<file path="config.mk">
export PLATFORM = sky130hd
export DESIGN_NAME = sram_port_arbiter
export DESIGN_NICKNAME = d
export VERILOG_FILES = /design/src/rtl/sram_ctrl_pkg.sv /design/src/rtl/rr_arb2.sv /design/src/rtl/sram_port_arbiter.sv
export SDC_FILE = /design/constraint.sdc
export NUM_CORES = 1
export LEC_CHECK = 0
export CORE_MARGIN = 10
export CORE_UTILIZATION = 28
export DETAILED_ROUTE_END_ITERATION = 6
export PLACE_DENSITY = 0.84
export SYNTH_ARGS = -nofsm -noshare
export SYNTH_HDL_FRONTEND = slang
export SYNTH_SLANG_ARGS = --single-unit
</file>
<file path="constraint.sdc">
create_clock -name clock -period 1.8 [get_ports clock]
set_input_delay 0.27 -clock clock [delete_from_list [all_inputs] [get_ports clock]]
set_output_delay 0.27 -clock clock [all_outputs]
set_load 0.01 [all_outputs]
</file>
<file path="src/rtl/sram_ctrl_pkg.sv">
// Shared constants and types for the data-SRAM port controller.
package sram_ctrl_pkg;

    localparam int ADDR_W = 12;
    localparam int DATA_W = 32;
    localparam int MASK_W = DATA_W / 8;
    localparam int DEPTH  = 2 ** ADDR_W;

    typedef enum logic {
        INIT,
        RUN
    } state_e;

    typedef struct packed {
        logic              write;
        logic [ADDR_W-1:0] addr;
        logic [MASK_W-1:0] mask;
        logic [DATA_W-1:0] wdata;
    } req_t;

endpackage

</file>
<file path="src/rtl/rr_arb2.sv">
// Two-way round-robin arbiter; last_q names the port granted most recently.
module rr_arb2 (
    input  logic       clk_i,
    input  logic       rst_i,
    input  logic [1:0] req_i,
    output logic [1:0] gnt_o
);

    logic last_q;
    logic last_d;

    always_comb begin
        gnt_o  = req_i;
        last_d = last_q;
        if (req_i == 2'b11) begin
            gnt_o = last_q ? 2'b01 : 2'b10;
        end
        if (gnt_o[0]) begin
            last_d = 1'b0;
        end else if (gnt_o[1]) begin
            last_d = 1'b1;
        end
    end

    always_ff @(posedge clk_i) begin
        if (rst_i) begin
            last_q <= 1'b1;
        end else begin
            last_q <= last_d;
        end
    end

endmodule

</file>
<file path="src/rtl/sram_port_arbiter.sv">
// Two-port round-robin front end for the 4096x32 byte-masked data SRAM.
// SRAM_INIT_CLEAR_EN adds a post-reset zero-fill of the whole array.
module sram_port_arbiter
    import sram_ctrl_pkg::*;
(
    input  logic              clock,
    input  logic              reset,
    input  logic              req0_valid,
    output logic              req0_ready,
    input  logic              req0_write,
    input  logic [ADDR_W-1:0] req0_addr,
    input  logic [MASK_W-1:0] req0_mask,
    input  logic [DATA_W-1:0] req0_wdata,
    input  logic              req1_valid,
    output logic              req1_ready,
    input  logic              req1_write,
    input  logic [ADDR_W-1:0] req1_addr,
    input  logic [MASK_W-1:0] req1_mask,
    input  logic [DATA_W-1:0] req1_wdata,
    output logic              resp0_valid,
    output logic [DATA_W-1:0] resp0_rdata,
    output logic              resp1_valid,
    output logic [DATA_W-1:0] resp1_rdata,
    output logic              sram_en,
    output logic              sram_wmode,
    output logic [ADDR_W-1:0] sram_addr,
    output logic [MASK_W-1:0] sram_wmask,
    output logic [DATA_W-1:0] sram_wdata,
    input  logic [DATA_W-1:0] sram_rdata,
    output logic              init_done
);

    state_e     state_q;
    state_e     state_d;
    logic       rd_pend_q;
    logic       rd_pend_d;
    logic       rd_port_q;
    logic       rd_port_d;
    logic       run;
    logic [1:0] valid;
    logic [1:0] gnt;
    req_t       req0;
    req_t       req1;
    req_t       sel;

`ifdef SRAM_INIT_CLEAR_EN
    logic [ADDR_W-1:0] clr_addr_q;
    logic [ADDR_W-1:0] clr_addr_d;
    logic              clr_last;

    assign clr_last = (clr_addr_q == ADDR_W'(DEPTH - 1));
`endif

    assign req0 = '{write: req0_write, addr: req0_addr,
                    mask: req0_mask, wdata: req0_wdata};
    assign req1 = '{write: req1_write, addr: req1_addr,
                    mask: req1_mask, wdata: req1_wdata};

    // Gating on reset keeps every output at its reset value while held.
    assign run   = (state_q == RUN) && !reset;
    assign valid = {req1_valid, req0_valid} & {2{run}};

    rr_arb2 u_arb (
        .clk_i (clock),
        .rst_i (reset),
        .req_i (valid),
        .gnt_o (gnt)
    );

    assign req0_ready = gnt[0];
    assign req1_ready = gnt[1];
    assign sel        = gnt[1] ? req1 : req0;
    assign init_done  = run;

    assign resp0_valid = rd_pend_q && !rd_port_q;
    assign resp1_valid = rd_pend_q && rd_port_q;
    assign resp0_rdata = sram_rdata;
    assign resp1_rdata = sram_rdata;

    always_comb begin
        state_d    = state_q;
        rd_pend_d  = 1'b0;
        rd_port_d  = rd_port_q;
        sram_en    = 1'b0;
        sram_wmode = 1'b0;
        sram_addr  = '0;
        sram_wmask = '0;
        sram_wdata = '0;
`ifdef SRAM_INIT_CLEAR_EN
        clr_addr_d = clr_addr_q;
`endif
        unique case (state_q)
            INIT: begin
`ifdef SRAM_INIT_CLEAR_EN
                if (!reset) begin
                    sram_en    = 1'b1;
                    sram_wmode = 1'b1;
                    sram_addr  = clr_addr_q;
                    sram_wmask = '1;
                    if (clr_last) begin
                        state_d = RUN;
                    end else begin
                        clr_addr_d = clr_addr_q + 1'b1;
                    end
                end
`else
                state_d = RUN;
`endif
            end
            RUN: begin
                if (|gnt) begin
                    sram_en    = 1'b1;
                    sram_wmode = sel.write;
                    sram_addr  = sel.addr;
                    if (sel.write) begin
                        sram_wmask = sel.mask;
                        sram_wdata = sel.wdata;
                    end else begin
                        rd_pend_d = 1'b1;
                        rd_port_d = gnt[1];
                    end
                end
            end
        endcase
    end

    always_ff @(posedge clock) begin
        if (reset) begin
            state_q   <= INIT;
            rd_pend_q <= 1'b0;
            rd_port_q <= 1'b0;
        end else begin
            state_q   <= state_d;
            rd_pend_q <= rd_pend_d;
            rd_port_q <= rd_port_d;
        end
    end

`ifdef SRAM_INIT_CLEAR_EN
    always_ff @(posedge clock) begin
        if (reset) begin
            clr_addr_q <= '0;
        end else begin
            clr_addr_q <= clr_addr_d;
        end
    end
`endif

endmodule
</file>
==> reports/metrics.cfg <==
[run_status]
status=finished, violations left
violations=negative setup slack

[synth]
yosys-top-cells-area=o31ai_2 28%, buf_4 22%, and2_1 11%
yosysTopAreaCellShare_pct=28.4
yosys_warnings=0
synth.distinct_cells=21
syn_inst=303
synth-simple-area-share_pct=32.7
synth_xor_area_share_pct=0
yosys.area_share.adder_pct=0
synth_top_family_by_area=buffers and inverters
synth_edf_count=0
ys_top_cells_by_count=64 x buf_4, 49 x o31ai_2, 38 x and2_1
synth_seq_area_share_pct=3.71
syn_nets=437
synth_most_common_cell=buf_4
async_reset_ff_share_pct=0
netlist_area_um2=2160
synth_top_cell_by_area=o31ai_2
synth_compound_area_share_pct=30.6
syn_area_per_cell_um2=7.13
synth-seq-cells=4
synth_mux_area_share_pct=0
synth_flop_cell=dfxtp_1

[final_layout]
seq_area_um2=81.3
fin_nets=542
nFillCells=693
final_cell_area_um2=3910
multiInputGateArea_um2=1630
area_delta_synth_final_pct=81.2
drive_gt1_share_pct=36.7

[worst_setup_path]
startpoint=state_q
critPathMaxFanout=16
r2r_slack_ns=0.50
max_stage_delay_ns=0.31
crit_arrival_ns=1.60
worstPathCellList=nor2b_4 > buf_6 > and2_4 > buf_16 > o31ai_4 > buf_2
start_kind=flip-flop
path_class=flip-flop to output port
slowest_stage=dfxtp_2
end_kind=output port
worstPathRequired_ns=1.53
reg2reg_from=state_q

[detailed_routing]
first_iter_violations=71
drtAntennaViolNets=0
wl_per_cell_um=20.7
dr.pass1.iters=4
routed_wl_um=10500
vias_per_cell=5.21
num_vias=2637
drc=0

[cts]
cts_tree=done
numCtsBuffers=3
htreeDepth=1
clk_pin_slew_ns=0.03
clock_sinks=4
ctsRootBufferMaster=clkbuf_8
clk-insertion-delay-late_ns=0.22
cts.path.max_buffers=2

[global_routing]
antenna_found_initial=1
grt_pass1_wl_um=15400
grt_max_degree=28
grtUsageTotal_pct=16.4
grt-ovfl-total=0
grt_pass1_vias=2757

[sta]
finalWorstSetupSlack_ns=-0.0697
tns_ns=-1.35
min_period_over_period_pct=104
slew_violations=0
worstMarginPinSlew_ns=0.215
period_needed_ns=1.87
skew_ns=0.00317
fmaxAchievable_mhz=535
relSlewSlack_pct=85.6
setup_viol=39
rsz0062_at_grt=yes
hold_violations=0

[pwr]
p_leak_nw=1.65
power.density_nw_per_um2=274
report.power.total_mw=1.07
ir_drop_mv=0.249

[place]
io_buffers=156
place.gp.congestion=0.796
dp_hpwl_um=7350
place_ws_ns=-0.693
placed_cell_area_um2=3460

[floorplanning]
die_w_um=108
core-area_um2=7370
die-area_um2=11600
die_y_um=108
num_rows=31
io-pin-count=253
initial_core_util_pct=29.3

[worst_hold_path]
min_path_type=input port to flip-flop
min-delay-start=reset

[flow_run]
cap_violations=0

stage by stage:
| step | instances | hold WS [ns] | util (%) |
|---|---|---|---|
| after floorplan | 303 | 0.339 | - |
| after global placement | 484 | 0.528 | 47.0 |
| final | 506 | 0.539 | 53.1 |
| after detailed placement | 484 | 0.538 | 47.0 |
| after global routing | 505 | 0.533 | 53.1 |
| after CTS | 502 | 0.540 | 50.6 |
registers in the layout, summed over array words and instances, names as in the netlist:
signal	count
rd_pend_q	1
rd_port_q	1
state_q	1
u_arb.last_q	1
metal layers:
layer	wire (µm)	vias to the layer above	track usage, %
li1	-	1213	-
met1	3670	1241	16.4
met2	5440	143	29.2
met3	996	40	6.35
met4	347	0	7.73
met5	0	-	0
power breakdown:
part	internal (mW)	switching, mW
Clock	0.142	0.0460
Combinational	0.444	0.343
Sequential	0.0941	0.00289
Total	0.681	0.391
placed cells by master (no fill, tap or decap), types with 2 or more instances in the layout:
cell type,count
o31ai_2,23
nand3_1,13
buf_16,6
buf_6,12
buf_2,46
a21oi_1,2
buf_4,11
buf_8,2
and3_1,2
and2_1,37
nand2_1,37
clkdlybuf4s50_1,98
dlygate4sd2_1,6
buf_12,11
o31ai_4,27
nand4_1,36
clkbuf_8,3
inv_1,16
dfxtp_1,3
clkbuf_16,2
critical path, delay by kind of cell (launching register included):
| kind | cells | cell delay, ns |
|---|---|---|
| flops | 1 | 0.31 |
| buf+inv | 3 | 0.49 |
| compound gates | 1 | 0.26 |
| simple gates | 2 | 0.32 |
what timing repair did:
| action | CTS | global route |
|---|---|---|
| hold buffers | 0 | 0 |
| gates cloned | 7 | 3 |
| resized for setup | 246 | 27 |
| endpoints found under the setup margin | 53 | 52 |
| buffers inserted | 9 | 1 |
| endpoints found under the hold margin | 0 | 0 |
| pin swaps | 13 | 15 |
cell families after synthesis:
family / after synthesis
buffers and inverters: 113
AOI/OAI and AO/OA: 56
DFF: 4
and+or+nand+nor: 130
worst paths after layout:
path / end / cells past startpoint
worst max-delay path: sram_wdata[23] / 6
worst min-delay path: state_q / 3
worst max register to register: rd_pend_q / 5
worst min register to register: rd_port_q / 3
cell type report:
cell class | instances | area share, %
diodes | 1 | 0.0639
inverters | 16 | 1.53
flip-flops and latches | 4 | 2.08
repair buffers | 197 | 50.4
well taps | 99 | 3.16
clock buffers | 3 | 1.05
multi-input cells | 186 | 41.7
Note: power is estimated with default switching activity, not from simulation.
